--- config.mk ---
export PLATFORM = sky130hd
export DESIGN_NAME = vnu_extrinsic_sub_pipelined
export DESIGN_NICKNAME = d
export VERILOG_FILES = /design/src/rtl/ldpc_pkg.sv /design/src/rtl/sat_clip_w2.sv /design/src/rtl/vnu_extrinsic_sub_pipelined.sv
export SDC_FILE = /design/constraint.sdc
export NUM_CORES = 1
export LEC_CHECK = 0
export ABC_AREA = 1
export BUFFER_PORTS_ARGS = -buffer_cell sky130_fd_sc_hd__buf_2
export CAP_MARGIN = 10
export CORE_MARGIN = 4
export CORE_UTILIZATION = 55
export CTS_BUF_LIST = sky130_fd_sc_hd__clkbuf_4 sky130_fd_sc_hd__clkbuf_8
export DETAILED_ROUTE_END_ITERATION = 10
export GPL_TIMING_DRIVEN = 0
export PLACE_DENSITY = 0.88
export SYNTH_ARGS = -nofsm -noshare
export SYNTH_HDL_FRONTEND = slang
export SYNTH_SLANG_ARGS = --single-unit
--- constraint.sdc ---
create_clock -name clk -period 3.6 [get_ports clk]
set_clock_uncertainty 0.15 [all_clocks]
set_input_delay 0.9 -clock clk [delete_from_list [all_inputs] [get_ports clk]]
set_output_delay 0.9 -clock clk [all_outputs]
set_load 0.01 [all_outputs]
--- src/rtl/ldpc_pkg.sv ---
// Shared LDPC decoder constants and saturation-limit helpers.
package ldpc_pkg;

    // Default signed width of LLRs and check-node messages.
    localparam int unsigned W_DEFAULT = 10;

    // Guard bits added above W so a sum of four W-bit terms cannot overflow.
    localparam int unsigned GUARD_W = 2;

    // Largest positive value representable in w-bit two's complement.
    function automatic int sat_max(input int unsigned w);
        return (1 << (w - 1)) - 1;
    endfunction

    // Most negative value representable in w-bit two's complement.
    function automatic int sat_min(input int unsigned w);
        return -(1 << (w - 1));
    endfunction

endpackage

--- src/rtl/sat_clip_w2.sv ---
// Saturates a (W+GUARD_W)-bit signed value to W bits and reports whether it clipped.
module sat_clip_w2
    import ldpc_pkg::*;
#(
    parameter int unsigned W = W_DEFAULT
) (
    input  logic [W+GUARD_W-1:0] x,
    output logic [W-1:0]         y_c,
    output logic                 clip_c
);

    localparam logic [W-1:0] MAX_V = W'(sat_max(W));
    localparam logic [W-1:0] MIN_V = W'(sat_min(W));

    // Guard bits plus the W-bit sign bit; all-equal means the value fits in W bits.
    logic [GUARD_W:0] top_c;
    assign top_c = x[W+GUARD_W-1:W-1];

    // Pass through when in range, otherwise clip toward the sign of x.
    always_comb begin
        y_c    = x[W-1:0];
        clip_c = 1'b0;
        if ((top_c != '0) && (top_c != '1)) begin
            clip_c = 1'b1;
            y_c    = x[W+GUARD_W-1] ? MIN_V : MAX_V;
        end
    end

endmodule

--- src/rtl/vnu_extrinsic_sub_pipelined.sv ---
// Variable-node back-end: total = llr + sum(msg), ext_k = sat(total - msg_k),
// hard decision from the sign of total. Two-stage valid/ready pipeline.
module vnu_extrinsic_sub_pipelined
    import ldpc_pkg::*;
#(
    parameter int unsigned W = W_DEFAULT
) (
    input  logic         clk,
    input  logic         rst,
    input  logic         in_valid,
    output logic         in_ready,
    input  logic [W-1:0] llr_ch,
    input  logic [W-1:0] msg0,
    input  logic [W-1:0] msg1,
    input  logic [W-1:0] msg2,
    output logic         out_valid,
    input  logic         out_ready,
    output logic [W-1:0] ext0,
    output logic [W-1:0] ext1,
    output logic [W-1:0] ext2,
    output logic         hard_bit,
    output logic [2:0]   sat_flag
);

    localparam int unsigned WG = W + GUARD_W;

    logic          s1_valid;
    logic          s1_en_c;
    logic          s2_en_c;
    logic [WG-1:0] tot_c;
    logic [WG-1:0] tot_q;
    logic [W-1:0]  m_q [3];
    logic [WG-1:0] e_c [3];
    logic [W-1:0]  sat_c [3];
    logic [2:0]    clip_c;

    // Stall chain: a stage may load when it is empty or the stage after it moves.
    assign s2_en_c  = !out_valid || out_ready;
    assign s1_en_c  = !s1_valid || s2_en_c;
    assign in_ready = s1_en_c;

    // Four-way sign-extended sum; the guard bits hold the full range exactly.
    assign tot_c = {{GUARD_W{llr_ch[W-1]}}, llr_ch}
                 + {{GUARD_W{msg0[W-1]}}, msg0}
                 + {{GUARD_W{msg1[W-1]}}, msg1}
                 + {{GUARD_W{msg2[W-1]}}, msg2};

    // Stage 1: register total and the messages needed for the extrinsic subtraction.
    always_ff @(posedge clk) begin
        if (!rst) begin
            s1_valid <= 1'b0;
            tot_q    <= '0;
            m_q[0]   <= '0;
            m_q[1]   <= '0;
            m_q[2]   <= '0;
        end else if (s1_en_c) begin
            s1_valid <= in_valid;
            tot_q    <= tot_c;
            m_q[0]   <= msg0;
            m_q[1]   <= msg1;
            m_q[2]   <= msg2;
        end
    end

    // Extrinsic = total minus own message, then saturate back to W bits.
    for (genvar k = 0; k < 3; k++) begin : g_ext
        assign e_c[k] = tot_q - {{GUARD_W{m_q[k][W-1]}}, m_q[k]};

        sat_clip_w2 #(
            .W (W)
        ) u_sat (
            .x      (e_c[k]),
            .y_c    (sat_c[k]),
            .clip_c (clip_c[k])
        );
    end

    // Stage 2: output register, held while downstream stalls.
    always_ff @(posedge clk) begin
        if (!rst) begin
            out_valid <= 1'b0;
            ext0      <= '0;
            ext1      <= '0;
            ext2      <= '0;
            hard_bit  <= 1'b0;
            sat_flag  <= '0;
        end else if (s2_en_c) begin
            out_valid <= s1_valid;
            ext0      <= sat_c[0];
            ext1      <= sat_c[1];
            ext2      <= sat_c[2];
            hard_bit  <= tot_q[WG-1];
            sat_flag  <= clip_c;
        end
    end

endmodule
* Word-level counts from Yosys, hierarchy flattened
Memories as Yosys holds them, arrays and structs flattened.
Index checks and enable logic that the tools add are counted.
W data, S select, Z words.
** Storage, ports and cells
- Flip-flop bits (word level) :: 48
- Bits in latches :: 0
- Bits in writable memories :: 30
- ROM bits :: 0
- Logic and storage cells :: 47
- Memories kept :: 1
** Memories
- m_q :: words 3, bits a word 10, read ports 3, clocked after Yosys merged registers in 0, wr ports 3, line vnu_extrinsic_sub_pipelined.sv:32 : logic [W-1:0] m_q [3];
** Operators by class
- Add/sub/neg operators :: 6
- $mul :: 0
- Divide/modulo/power cells :: 0
- Order comparisons :: 0
- Equality and inequality tests :: 3
- Shifts and indexed selects :: 0
- Multiplexer cells :: 16
- Bitwise operators :: 3
- Reduce and logical (&&, ||, !) cells :: 10
** Operator list (number)
- $mux W10 :: 9
- $sub A12 B12 Y12 :: 3
- $add A11 B10 Y12 :: 1
- $add A12 B12 Y12 :: 1
- $add A10 B10 Y11 :: 1
- $ne A3 B3 Y1 const B :: 3
- $reduce_bool A3 Y1 :: 3
- $mux W1 :: 7
- $logic_and A1 B1 Y1 :: 3
- $or A1 B1 Y1 :: 3
- $logic_not A1 Y1 :: 2
- $logic_or A1 B1 Y1 :: 2

* Longest topological paths before layout
Gate-level depths: netlist of the first run.
- Depth after elaboration :: 7
- Mapped depth :: 15

* Cells and area by module
A second synthesis of the first run with hierarchy kept.
** Second synthesis, totals
- Cell total of the unflattened synthesis :: 817
- Area, all modules :: 5998.3 µm²
** Modules (own cells, without submodules)
- vnu_extrinsic_sub_pipelined :: instances 1, cells each 748, area an instance 5622.9 µm², sequential area each 1861.8 µm²
- sat_clip_w2 :: instances 3, cells each 23, area an instance 125.1 µm², sequential area each 0.0 µm²

* Worst setup path before layout of the first run
Ideal clock, no wire load.
- Path kind :: input port to flip-flop
- Start :: input llr_ch[1]
- End :: register tot_q[9]
- Arrival time :: 3116 ps
- Setup slack :: 215 ps
- Cell stages on the path :: 13
- Path buffers :: 0
- Cells stage by stage :: inv_1 fa_1 inv_1 fa_1 ha_1 inv_1 fa_1 inv_1 a21oi_1 o21bai_1 a21oi_1 o21ai_0 nand2_1
** On the way
- Longest elaborated chain between the ends :: 3
** RTL lines
- from (decl) :: line vnu_extrinsic_sub_pipelined.sv:12 : input logic [W-1:0] llr_ch,
- $add A10 B10 Y11 :: line vnu_extrinsic_sub_pipelined.sv:44 : + {{GUARD_W{msg0[W-1]}}, msg0}
- $add A11 B10 Y12 :: line vnu_extrinsic_sub_pipelined.sv:45 : + {{GUARD_W{msg1[W-1]}}, msg1}
- $add A12 B12 Y12 :: line vnu_extrinsic_sub_pipelined.sv:46 : + {{GUARD_W{msg2[W-1]}}, msg2};
- to (signal assigned) :: line vnu_extrinsic_sub_pipelined.sv:58 : tot_q <= tot_c;
- to (decl) :: line vnu_extrinsic_sub_pipelined.sv:31 : logic [WG-1:0] tot_q;
No other way between the ends.
A chain may end at the register's enable or synchronous reset.

* Worst setup path in the final report of the first run
Ends and elaborated chain as after synthesis.

==> impl_metrics.tcl, run 1 <==
set metrics [dict create \
    outcome "complete, no violations" \
    slew_violations 0 \
    cts_num_sinks 78 \
    switchingPower_uw 2590 \
    finalNetCount 1035 \
    ctsResizeCount 0 \
    wire_per_inst_um 13.6 \
    antenna_cells 0 \
    grt_pass1_wl_um 24200 \
    ioPinCount 80 \
    critPathBufInv 5 \
    grt_pass1_vias 5348 \
    start_util_pct 57.3 \
    dpl_cell_area_um2 6610 \
    cts_root_buf "clkbuf_8" \
    finalCritPeriodShare_pct 95.9 \
    max_slew_margin_pct 52.8 \
    cts_hold_buf 0 \
    postSynthAreaPerCell_um2 7.23 \
    area_growth_pct 13.2 \
    synthesis.area_um2 6020 \
    grt_max_degree 22 \
    path_cells "buf_2 > inv_1 > fa_1 > inv_1 > fa_1 > ha_1 > inv_1 > fa_1 > inv_1 > a21oi_1 > o21bai_1 > a21oi_1 > o21ai_1 > nand2_1" \
    comb_power_share_pct 62.3 \
    dieArea_um2 12700 \
    post-route-drc-count 0 \
    yosys-top-cells-area "dfxtp_1 (16%), edfxtp_1 (15%), nand2_1 (13%)" \
    yosys.area.top_type_share_pct 16.0 \
    die_height_um 113 \
    clockPowerShare_pct 12.9 \
    crit_path_frequent_cell "inv_1" \
    power_uw 5380 \
    worst_pin_slew_ns 0.708 \
    stdcell_area_um2 6820 \
    cts_tree "yes" \
    crit_family "adder cells" \
    hold_path.class "reg2reg" \
    p_per_area_nw_per_um2 789 \
    rsz0062_at_grt "false" \
    cap_violations 0 \
    dr.pass1.iters 5 \
    crit_type "in2reg" \
    h-tree-depth 3 \
    swShare_pct 48.2 \
    syn_nets 945 \
    core_area_um2 10500 \
    end_kind "flip-flop" \
    power_frac_seq_pct 24.8 \
    ant_nets 0 \
    portBuffers 78 \
    slowest_delay_ns 0.53 \
    mostFrequentLayoutCells "nand2_1 (202), inv_1 (177), buf_2 (82), nor2_1 (66), a21oi_1 (51)" \
    fill_cells 915 \
    synth_seq_cells 78 \
    internal-power_uw 2790 \
    cts_made_buffers 9 \
    place_congestion 0.906 \
    drive_gt1_share_pct 13.5 \
    num_rows 37 \
    slowest_stage "fa_1" \
    dieWidth_um 113 \
    startpoint_type "primary input" \
    ys_types 29 \
    clk_latency_ns 0.35 \
    dp_hpwl_um 11800 \
    grt-ovfl-total 0 \
    clock_path_buffers 2 \
    critical_path_required_ns 3.69 \
    min_period_ns 3.45 \
    synth_cells 833 \
    grt_usage_pct 23.5 \
    antenna_found_initial 0 \
    routed_wl_um 14400 \
    ir_drop_uv 375 \
    hold_viol_final 0 \
    setup_violations 0 \
    clkSlewWorstSetupHoldPaths_ns 0.08 \
    drt_iter0_drc 406 \
    power.leakage_uw 0.00372 \
    num_vias 5508 \
    crit_fanout 3 \
    seq_area_frac_synth_pct 30.9 \
    yosys_warnings 0 \
    viasPerCell 5.18 \
    crit_arrival_ns 3.54 \
    maxClockFrequency_ghz 0.290 \
    cts_setup_buffers 0 \
    yosys.area.top_type "dfxtp_1" \
    layout_commonest_cell "nand2_1" \
]
[state kept, by name, indices dropped and copies added (netlist names)]
signal,cells
ext1,10
s1_valid,1
m_q,30
out_valid,1
ext2,10
sat_flag,3
hard_bit,1
ext0,10
tot_q,12
[worst paths after layout]
| kind | slack [ns] | from | endpoint | cells past startpoint |
|---|---|---|---|---|
| min | 0.34 | s1_valid | out_valid | 2 |
| min reg2reg | 0.34 | s1_valid | out_valid | 2 |
| max | 0.15 | llr_ch[1] | tot_q[9] | 14 |
| max reg2reg | 1.13 | out_valid | m_q[0][20] | 7 |
[through the flow]
step	setup WS [ns]	cells	hold slack [ns]	TNS, ns	utilization (%)
finish	0.149	1064	0.339	0	64.9
global route	0.00390	1064	0.340	0	64.9
CTS	0.162	1064	0.325	0	64.9
detailed placement	-0.206	1048	0.315	-0.499	62.9
global placement	-0.140	1047	0.310	-0.222	62.7
floorplan	0.215	833	0.285	0	-
[power groups by stage]
stage | Clock [uW] | Combinational, uW | Sequential, uW
after floorplan | 0 | 2480 | 1380
after global placement | 0 | 3200 | 1340
after detailed placement | 0 | 3280 | 1350
after CTS | 696 | 3320 | 1330
after global routing | 729 | 3820 | 1360
final | 693 | 3360 | 1330
[metal layers]
layer	part of all wire, %	vias to the layer above	routed length (um)	track usage [%]
met5	0	-	0	0
met4	3.0	0	438	10.0
met3	6.0	37	871	3.13
met2	45	195	6520	38.5
met1	46	2488	6600	31.3
li1	-	2788	-	-
[cells by family (layout without fill, tap and decap cells)]
group / Yosys count / count (layout) / synth area share (%)
compound gates: 119 / 119 / 11.3
flops: 78 / 78 / 30.9
simple gates: 353 / 353 / 25.1
xor+xnor: 25 / 25 / 3.64
fa+ha+maj: 68 / 68 / 17.1
buf+inv: 190 / 285 / 11.9
[synthesized netlist by cell type]
cell and count:
nand2_1 202, inv_1 177, nor2_1 66, a21oi_1 51, dfxtp_1 48, ha_1 44
o21ai_0 44, nand3_1 41, edfxtp_1 30, fa_1 24, nand4_1 17, xor2_1 17
nand2_2 13, o21bai_1 11, clkbuf_1 8, xnor2_1 8, nor2_2 5, buf_2 4
o211ai_1 4, a21oi_4 3, a31oi_1 3, nand2_4 3, a21oi_2 2, nand3_2 2
nor3_1 2, a21o_1 1, buf_1 1, nand3b_1 1, nor2_4 1
[worst reg2reg max path: stages, from the launching register on]
cell and delay [ns]:
dfxtp_1 0.33, inv_1 0.06, nor2_4 0.24, inv_1 0.17
nor2_1 0.20, buf_2 0.25, nand2_1 0.45, buf_16 0.36
[cell type report]
type	instances	area, um^2	area share (%)
multi-input cells	565	3440	50.5
flip-flops and latches	78	1860	27.3
inverters	177	664	9.74
repair buffers	79	418	6.13
well taps	136	170	2.50
clock buffers	10	131	1.93
clock inverters	6	76.3	1.12
plain buffers	13	53.8	0.789
No activity file was read; power rests on OpenSTA's default activity.
==> inputs of run 2 (changes only) <==
--- a/config.mk
+++ b/config.mk
@@ -5,7 +5,6 @@
 export SDC_FILE = /design/constraint.sdc
 export NUM_CORES = 1
 export LEC_CHECK = 0
-export ABC_AREA = 1
 export BUFFER_PORTS_ARGS = -buffer_cell sky130_fd_sc_hd__buf_2
 export CAP_MARGIN = 10
 export CORE_MARGIN = 4
==> run 2 against run 1 <==
The run now ends with setup timing left. Register-to-register slack got worse by 0.74 ns. Count of clock-buffer cells in the layout did not move. Cell area down 5.1%. Cell count is 22% lower. Sequential share of layout area grew 1.5 points. Area after synthesis shrank 8.3%. First-iteration DRC count decreased by 32%. Power is 4.6% higher. Die area is 7.7% lower. Combinational power up 4%. Flip-flop and latch count stayed put. Largest power group unchanged. Highest routed layer unchanged.
==> impl_metrics.tcl, run 2 <==
set metrics [dict create \
    outcome "finished with violations" \
    violations "setup timing" \
    ys.flop_type "dfxtp_1" \
    finalCritPeriodShare_pct 105 \
    hold_viol_final 0 \
    drive_gt1_share_pct 20.3 \
    yosysMostFrequentCell "inv_1" \
    cts_root_buf "clkbuf_8" \
    grt_pass1_vias 4532 \
    wire_per_inst_um 16.6 \
    power_uw 5630 \
    cts_made_buffers 9 \
    dieArea_um2 11700 \
    seq_area_frac_synth_pct 33.7 \
    syn_nets 707 \
    place_congestion 0.920 \
    h-tree-depth 3 \
    cts_hold_buf 0 \
    grt_usage_pct 24.3 \
    stdcell_count 828 \
    die_height_um 108 \
    synthesis.area_um2 5520 \
    synthAdderAreaFrac_pct 18.7 \
    finalNetCount 802 \
    synth_edf_count 30 \
    core_area_um2 9770 \
    largest_register_ffs 30 \
    slew_violations 0 \
    routed_wl_um 13700 \
    dp_hpwl_um 11000 \
    num_vias 4691 \
    grt-ovfl-total 0 \
    synth-simple-area-share_pct 14.6 \
    yosys.area.top_type "dfxtp_1" \
    layout_commonest_cell "inv_1" \
    fill_cells 776 \
    grt_max_degree 31 \
    grt_pass1_wl_um 22200 \
    largest-register "m_q" \
    cts_num_sinks 78 \
    max_slew_margin_pct 51.3 \
    antenna_found_initial 0 \
    min_from "ext2[9]" \
    seq_area_um2 1860 \
    multi_input_area_um2 3290 \
    clk_latency_ns 0.35 \
    start_util_pct 56.5 \
    synth-xor-area-share_pct 6.43 \
    clkSlewWorstSetupHoldPaths_ns 0.08 \
    postSynthAreaPerCell_um2 9.28 \
    startpoint_type "primary input" \
    portBuffers 79 \
    synth_cells 595 \
    post-route-drc-count 0 \
    end_kind "flip-flop" \
    cap_violations 0 \
    startpoint "msg0[1]" \
    dp.cells 807 \
    synthArstFlopShare_pct 0 \
    maxClockFrequency_ghz 0.265 \
    synth.top_cells.by_count "inv_1 (91), dfxtp_1 (48), nand2_1 (45)" \
    synth_top_family_by_area "compound AO/OA/AOI/OAI gates" \
    crit_arrival_ns 3.86 \
    fin_hold_ws_ns 0.306 \
    min_period_ns 3.78 \
    yosys.area.top_type_share_pct 17.4 \
    synth_compound_area_share_pct 19.0 \
    num_rows 36 \
    p_per_area_nw_per_um2 869 \
    critical_path_required_ns 3.68 \
    ys_types 61 \
    postLayoutSetupSlackWorst_ns -0.176 \
    reg2reg_from "tot_q[1]" \
    viasPerCell 5.67 \
    ant_nets 0 \
    crit_fanout 2 \
    rsz0062_at_grt "true" \
    drt_iter0_drc 277 \
    worst_pin_slew_ns 0.726 \
    setup_violations 4 \
    antenna_cells 0 \
    hold_path.class "reg2reg" \
    crit_type "in2reg" \
    dieWidth_um 108 \
    cts_tree "yes" \
    dr.pass1.iters 5 \
    muxShareOfSynthArea_pct 0.181 \
    top_regs "m_q x30, tot_q x12" \
    yosys-top-cells-area "dfxtp_1 (17%), edfxtp_1 (16%), ha_1 (10%)" \
    power.leakage_uw 0.00297 \
    ir_drop_uv 366 \
    synth_seq_cells 78 \
    clock_path_buffers 2 \
    area_growth_pct 17.2 \
    yosys_warnings 0 \
    mostFrequentLayoutCells "inv_1 (83), buf_2 (75), dfxtp_1 (48), nand2_1 (45), ha_1 (43)" \
    ioPinCount 80 \
]
run 2: cell count changes after synthesis, sizes merged, moves of 17 or more:
| cell | change |
|---|---|
| inv | -86 |
| nand2 | -172 |
| nand3 | -37 |
| nor2 | -44 |
| nor3 | +30 |
| o21ai | -17 |
| o221a | +18 |
| xnor2 | +22 |
run 2: routing by layer:
metal | share of wire [%] | global-route usage [%] | wire length [um] | vias to the layer above
li1 | - | - | - | 2250
met1 | 44 | 32.4 | 5990 | 2223
met2 | 48 | 41.5 | 6580 | 191
met3 | 6.2 | 2.87 | 853 | 27
met4 | 2.2 | 7.57 | 298 | 0
met5 | 0 | 0 | 0 | -
run 2: kinds of logic after synthesis:
kind of cell	after synthesis
and+or+nand+nor	162
muxes	1
xor gates and xnor gates	38
DFF	78
adders and majority gates	68
AOI/OAI and AO/OA	138
buffers and inverters	110
run 2: critical path, cell delays in order:
cell and delay (ns):
buf_6 0.07, inv_4 0.03, fa_2 0.59, inv_2 0.05, fa_1 0.52, ha_2 0.21
inv_2 0.05, fa_2 0.35, nor2b_1 0.12, o21ai_1 0.09, a21boi_2 0.17, o21ai_2 0.09
a21oi_2 0.16, a31oi_1 0.11, xnor2_1 0.25, a21oi_1 0.10
run 2: report_power, final:
group	leakage (uW)	switching [uW]	total, uW	internal, uW
combinational	0.00210	1920	3500	1570
sequential	0.000746	185	1340	1150
clock	0.000126	316	794	478
run 2: final cells by class:
cell class	instances	area share, %
buffer	17	0.986
clock buffer	10	2.13
clock inverter	6	1.68
inverter	92	5.53
multi-input combinational	407	50.9
sequential	78	28.8
tap	133	2.57
timing repair buffer	85	7.50
run 2: worst paths after layout:
check	endpoint	slack, ns	cells after the start
setup / recovery	tot_q[11]	-0.18	16
hold / removal	ext2[9]	0.31	2
setup reg to reg	ext0[7]	0.39	10
hold reg to reg	ext2[9]	0.31	2
run 2: timing repair:
item                                    CTS  global route
buffers inserted                          5             0
endpoints found under the setup margin    4             6
pin swaps                                20             4
gates resized for setup                  16             6
run 2: per-stage QoR:
stage / TNS (ns) / cell area, um^2 / setup WS (ns) / util, %
floorplan: -0.675 / 5550 / -0.227 / -
global placement: -7.75 / 6110 / -0.617 / 62.5
detailed placement: -10.54 / 6110 / -0.699 / 62.5
CTS: -0.559 / 6430 / -0.194 / 65.8
global route: -1.17 / 6470 / -0.333 / 66.2
finish: -0.470 / 6470 / -0.176 / 66.2
